$ cat src/rtl/pad_window_scanner_if.sv
// rtl/pad_window_scanner_if.sv - window-centre beat stream between scanner and line-buffer/MAC datapath
interface pad_window_scanner_if #(
   parameter int W_BITS = 6,
   parameter int H_BITS = 6
);
   logic                       valid;
   logic                       ready;
   logic [H_BITS+W_BITS-1:0]   addr;
   logic [8:0]                 mask;
   logic                       last;

   modport master (
      output valid,
      output addr,
      output mask,
      output last,
      input  ready
   );

   modport slave (
      input  valid,
      input  addr,
      input  mask,
      input  last,
      output ready
   );
endinterface

$ cat src/rtl/pad_window_scanner.sv
// rtl/pad_window_scanner.sv - raster 3x3 window-centre scanner with zero-pad masks
// Optional feature macro: PADSCAN_STRIDE2_EN (adds i_stride2 and per-frame stride-2 mode).
module pad_window_scanner #(
   parameter int W_BITS = 6,
   parameter int H_BITS = 6
) (
   input  logic                    i_clk,
   input  logic                    i_rst_n,
   input  logic                    i_start,
   input  logic                    i_clear,
`ifdef PADSCAN_STRIDE2_EN
   input  logic                    i_stride2,
`endif
   pad_window_scanner_if.master    m_if,
   output logic                    o_busy,
   output logic                    o_done
);

   typedef enum logic [1:0] {IDLE, RUN, DONE} state_t;

   state_t              state_q;
   logic [H_BITS-1:0]   row_q;
   logic [W_BITS-1:0]   col_q;
   logic                valid_q;
   logic [8:0]          mask_q;
   logic                last_q;
   logic                busy_q;
   logic                done_q;
`ifdef PADSCAN_STRIDE2_EN
   logic                stride_q;
`endif

   logic [1:0]          step_start;
   logic [1:0]          step_cur;
   logic [W_BITS:0]     col_inc;
   logic [H_BITS:0]     row_inc;
   logic [W_BITS-1:0]   col_d;
   logic [H_BITS-1:0]   row_d;

   function automatic logic [8:0] mask_of(input logic [H_BITS-1:0] r, input logic [W_BITS-1:0] c);
      logic top, bot, lft, rgt;
      top = (r == '0);
      bot = (r == '1);
      lft = (c == '0);
      rgt = (c == '1);
      return {bot | rgt, bot, bot | lft, rgt, 1'b0, lft, top | rgt, top, top | lft};
   endfunction

   // Final centre sits exactly one step below the wrap point on both axes.
   function automatic logic last_of(input logic [H_BITS-1:0] r, input logic [W_BITS-1:0] c,
                                    input logic [1:0] s);
      logic [H_BITS:0] ri;
      logic [W_BITS:0] ci;
      ri = {1'b0, r} + {{(H_BITS-1){1'b0}}, s};
      ci = {1'b0, c} + {{(W_BITS-1){1'b0}}, s};
      return ri[H_BITS] & ci[W_BITS];
   endfunction

   always_comb begin
`ifdef PADSCAN_STRIDE2_EN
      step_start = i_stride2 ? 2'd2 : 2'd1;
      step_cur   = stride_q ? 2'd2 : 2'd1;
`else
      step_start = 2'd1;
      step_cur   = 2'd1;
`endif
      col_inc = {1'b0, col_q} + {{(W_BITS-1){1'b0}}, step_cur};
      row_inc = {1'b0, row_q} + {{(H_BITS-1){1'b0}}, step_cur};
      col_d   = col_inc[W_BITS] ? '0 : col_inc[W_BITS-1:0];
      row_d   = col_inc[W_BITS] ? row_inc[H_BITS-1:0] : row_q;
   end

   always_ff @(posedge i_clk or negedge i_rst_n) begin
      if (!i_rst_n) begin
         state_q  <= IDLE;
         row_q    <= '0;
         col_q    <= '0;
         valid_q  <= 1'b0;
         mask_q   <= '0;
         last_q   <= 1'b0;
         busy_q   <= 1'b0;
         done_q   <= 1'b0;
`ifdef PADSCAN_STRIDE2_EN
         stride_q <= 1'b0;
`endif
      end else if (i_clear) begin
         state_q <= IDLE;
         row_q   <= '0;
         col_q   <= '0;
         valid_q <= 1'b0;
         mask_q  <= '0;
         last_q  <= 1'b0;
         busy_q  <= 1'b0;
         done_q  <= 1'b0;
      end else begin
         case (state_q)
            IDLE: begin
               done_q <= 1'b0;
               if (i_start) begin
                  state_q  <= RUN;
                  row_q    <= '0;
                  col_q    <= '0;
                  valid_q  <= 1'b1;
                  mask_q   <= mask_of('0, '0);
                  last_q   <= last_of('0, '0, step_start);
                  busy_q   <= 1'b1;
`ifdef PADSCAN_STRIDE2_EN
                  stride_q <= i_stride2;
`endif
               end
            end
            RUN: begin
               if (valid_q && m_if.ready) begin
                  if (last_q) begin
                     state_q <= DONE;
                     valid_q <= 1'b0;
                     last_q  <= 1'b0;
                     done_q  <= 1'b1;
                  end else begin
                     row_q  <= row_d;
                     col_q  <= col_d;
                     mask_q <= mask_of(row_d, col_d);
                     last_q <= last_of(row_d, col_d, step_cur);
                  end
               end
            end
            DONE: begin
               state_q <= IDLE;
               done_q  <= 1'b0;
               busy_q  <= 1'b0;
            end
            default: begin
               state_q <= IDLE;
               valid_q <= 1'b0;
               busy_q  <= 1'b0;
               done_q  <= 1'b0;
            end
         endcase
      end
   end

   assign m_if.valid = valid_q;
   assign m_if.addr  = {row_q, col_q};
   assign m_if.mask  = mask_q;
   assign m_if.last  = last_q;
   assign o_busy     = busy_q;
   assign o_done     = done_q;

endmodule

$ cat src/flat_wrapper.sv
// flat-port wrapper written by rule: the top's interface ports become plain ports
module pad_window_scanner_flat 
#(
   parameter int W_BITS = 6,
   parameter int H_BITS = 6
)
  (i_clk, i_rst_n, i_start, i_clear, o_busy, o_done, m_if_valid, m_if_addr, m_if_mask, m_if_last, m_if_ready);
  pad_window_scanner_if #(.W_BITS(W_BITS), .H_BITS(H_BITS)) m_if_i ();
  input  logic i_clk;
  input  logic i_rst_n;
  input  logic i_start;
  input  logic i_clear;
  output logic o_busy;
  output logic o_done;
  output wire logic [$bits(m_if_i.valid)-1:0] m_if_valid;
  output wire logic [$bits(m_if_i.addr)-1:0] m_if_addr;
  output wire logic [$bits(m_if_i.mask)-1:0] m_if_mask;
  output wire logic [$bits(m_if_i.last)-1:0] m_if_last;
  input wire logic [$bits(m_if_i.ready)-1:0] m_if_ready;
  assign m_if_valid = m_if_i.valid;
  assign m_if_addr = m_if_i.addr;
  assign m_if_mask = m_if_i.mask;
  assign m_if_last = m_if_i.last;
  assign m_if_i.ready = m_if_ready;
  pad_window_scanner #(.W_BITS(W_BITS), .H_BITS(H_BITS)) u_core (.i_clk(i_clk), .i_rst_n(i_rst_n), .i_start(i_start), .i_clear(i_clear), .m_if(m_if_i), .o_busy(o_busy), .o_done(o_done));
endmodule
$ cat config.mk
export PLATFORM = sky130hd
export DESIGN_NAME = pad_window_scanner_flat
export DESIGN_NICKNAME = d
export VERILOG_FILES = /design/src/rtl/pad_window_scanner_if.sv /design/src/rtl/pad_window_scanner.sv /design/src/flat_wrapper.sv
export SDC_FILE = /design/constraint.sdc
export NUM_CORES = 1
export LEC_CHECK = 0
export CAP_MARGIN = 20
export CORE_UTILIZATION = 46
export CTS_CLUSTER_SIZE = 28
export DETAILED_ROUTE_END_ITERATION = 8
export GPL_TIMING_DRIVEN = 0
export PLACE_DENSITY = 0.75
export SLEW_MARGIN = 20
export SYNTH_ARGS = -nofsm -noshare
export SYNTH_HDL_FRONTEND = slang
export SYNTH_SLANG_ARGS = --single-unit
$ cat constraint.sdc
create_clock -name i_clk -period 1.95 [get_ports i_clk]
set_input_delay 0.2925 -clock i_clk [delete_from_list [all_inputs] [get_ports i_clk]]
set_output_delay 0.2925 -clock i_clk [all_outputs]
set_load 0.05 [all_outputs]
==> results_dict.tcl <==
set metrics [dict create \
    place_ws_ns -0.272 \
    drt-total-wl_mm 3.84 \
    ir_worst_vdd_mv 0.365 \
    ant_nets 0 \
    grt_use_total_pct 24.0 \
    yosysWarnings 0 \
    synth_area_leaders "dfrtp_1, nand2_1, a21oi_1" \
    cts_sinks 26 \
    core_um2 3100 \
    viasPerCell 5.58 \
    clock_path_buffers 2 \
    slew_viol_final 0 \
    ios 30 \
    start_kind "register" \
    hpwl_mm 2.66 \
    worstSetupEndpointType "register" \
    hold_violations 0 \
    fin_util_pct 65.5 \
    synth.avg_cell_area_um2 8.93 \
    whs_ns 0.160 \
    cts_root_buffer "clkbuf_4" \
    initial_core_util_pct 49.2 \
    crit_chain "buf_6 -> or3b_4 -> or3_4 -> buf_6 -> buf_8 -> nor2_2 -> o21ai_0 -> o21ai_1" \
    fmax_ghz 0.527 \
    slowest_delay_ns 0.41 \
    cp_slowest_cell "dfrtp_1" \
    drc_errors 0 \
    drtIter0Drc 84 \
    worstMarginPinSlew_ns 0.583 \
    antenna_found_initial 0 \
    die_h_um 59.6 \
    drv_cap 0 \
    syn_to_final_growth_pct 33.1 \
    synth_cell_types 44 \
    grt_pass1_vias 1367 \
    clk_pin_slew_ns 0.15 \
    yosys_register_bits 26 \
    num_antenna_cells 0 \
    cp_max_fo 10 \
    synthesis.nets 180 \
    regToRegSetupSlack_ns 0.05 \
    synthFlopType "dfrtp_1" \
    grt_max_degree 27 \
    status "complete, no violations" \
    drive_above_1_share_pct 21.8 \
    drt-pass1-iter-count 4 \
    period_minus_slack_ns 1.90 \
    synth_edf_count 0 \
    path_class "register to register" \
    synth_top_cell_area_share_pct 42.6 \
    worst_slack_ns 0.0520 \
    netlist_area_um2 1530 \
    slew_headroom_pct 60.9 \
    fin_skew_ns 0.0106 \
    wl_per_cell_um 15.0 \
    gp_congestion 0.874 \
    clock_latency_ns 0.32 \
    crit_arrival_ns 2.15 \
    cts_max_level 1 \
    vias 1424 \
    numCtsBuffers 3 \
    critPathRequiredTime_ns 2.20 \
    io_buffers 27 \
    syn_inst 171 \
    final-setup-viol-count 0 \
    hp-class "input pin to register" \
    p_total_mw 1.04 \
    async_flop_share_pct 100 \
    yosys.area.top_type "dfrtp_1" \
    fp.dieArea_um2 3560 \
    period_share_pct 97.3 \
    final_nets 221 \
    p_leak_nw 0.941 \
    rsz0062_at_grt "yes" \
    cts_tree "built" \
    powerDensity_nw_per_um2 514 \
    grt_overflow 0 \
    fp.dieW_um 59.6 \
    ys_seq_area_share_pct 42.6 \
    grt_pass1_wl_mm 6.40 \
    crit_path_frequent_cell "buf_6" \
    std_cell_rows 20 \
]
-- metal layers --
metal  global-route usage (%)  share of wire, %  vias up
met5                        0                 0        -
met4                     8.31               1.4        0
met3                     2.40               3.4        8
met2                     39.5                49       41
met1                     33.0                46      687
li1                         -                 -      688
-- synth_stat cells, types with 2 or more instances --
| cell type | number |
|---|---|
| mux2_2 | 2 |
| nor4_1 | 2 |
| nand2_1 | 20 |
| nand3_1 | 6 |
| inv_1 | 5 |
| nor3_1 | 6 |
| nor2_1 | 17 |
| a31o_2 | 2 |
| o211ai_1 | 3 |
| buf_2 | 3 |
| a211o_1 | 2 |
| nand4_1 | 4 |
| buf_6 | 3 |
| a21o_1 | 3 |
| o21ai_0 | 11 |
| a22o_1 | 3 |
| ha_1 | 4 |
| nand3b_1 | 2 |
| a21oi_1 | 13 |
| xnor2_1 | 4 |
| nand2b_1 | 2 |
| o22ai_1 | 3 |
| clkbuf_1 | 5 |
| dfrtp_1 | 26 |
-- registers in the layout, indices dropped and copies added, names as in the netlist --
register and cells:
u_core.m_if.mask 8, u_core.col_q 6, u_core.row_q 6, u_core.state_q 2, u_core.m_if.last 1, u_core.m_if.valid 1
u_core.o_busy 1, u_core.o_done 1
-- repair_timing --
item                                    4_1_cts  5_1_grt
hold buffers                                  1        0
setup buffers                                 4        5
hold endpoints to repair                     26        0
pin swaps                                     2        6
gates resized for setup                       5       22
endpoints found under the setup margin        9       24
-- per-stage QoR --
| step | TNS [ns] | area, um2 | cells |
|---|---|---|---|
| detailed placement | -2.65 | 1880 | 242 |
| CTS | -0.0200 | 1950 | 251 |
| floorplan | -0.253 | 1560 | 171 |
| global route | -0.0798 | 2030 | 255 |
| global placement | -2.16 | 1880 | 242 |
| finish | 0 | 2030 | 255 |
-- worst paths after layout --
kind	to	cells past startpoint	from
hold reg to reg	u_core.m_if.mask[7]$_DFFE_PN0P_	2	u_core.m_if.mask[7]$_DFFE_PN0P_
max in group asynchronous	u_core.row_q[0]$_DFFE_PN0P_	2	i_rst_n
hold / removal	u_core.state_q[0]$_DFFE_PN0P_	2	i_clear
min in group asynchronous	u_core.col_q[4]$_DFFE_PN0P_	2	i_rst_n
setup / recovery	u_core.col_q[2]$_DFFE_PN0P_	8	u_core.state_q[1]$_DFFE_PN0P_
setup reg to reg	u_core.col_q[2]$_DFFE_PN0P_	8	u_core.state_q[1]$_DFFE_PN0P_
-- layout make-up --
class	instances	area (um2)
sequential	26	657
timing repair buffer	37	358
inverter	5	18.8
multi-input combinational	127	815
buffer	12	93.8
clock buffer	4	36.3
tap	44	55.1
fill	297	1070
-- worst max-delay path: cells and delay by family (launching register included) --
kind,cells,cell delay (ns)
AOI/OAI and AO/OA,2,0.18
buffers and inverters,3,0.41
DFF,1,0.41
and+or+nand+nor,3,0.80
-- power breakdown --
part           leakage, nW  switching [mW]  internal (mW)
clock network       0.0210           0.164          0.114
registers            0.343          0.0158          0.557
logic                0.577           0.127         0.0657
-- cells by family after synthesis --
logic type	share of synthesized area, %
simple gates	21.5
compound gates	21.0
flops	42.6
buf+inv	7.13
xor+xnor	2.87
fa+ha+maj	3.28
mux	1.47
other cells	0.245
-- layout by cell type (no fill, tap or decap), types with 2 or more instances in the layout --
cell             count
buf_4               11
clkbuf_1             2
nor4_1               2
nand4_1              4
dlygate4sd2_1        4
clkbuf_4             4
ha_1                 3
dfrtp_1             21
nor3_1               6
nand3b_1             2
o21ai_0             10
o21ai_1              2
clkbuf_2             3
a21oi_1             12
a21o_1               3
clkdlybuf4s50_1     17
a211o_1              2
dlymetal6s2s_1       4
xnor2_1              4
inv_1                5
nand2b_1             2
o22ai_1              2
o211ai_1             3
nor2_2               3
dfrtp_2              5
nor2_1              13
a31o_2               2
nand2_1             20
nand3_1              6
a22o_1               3
buf_6                3
No activity file was read; power rests on OpenSTA's default activity.
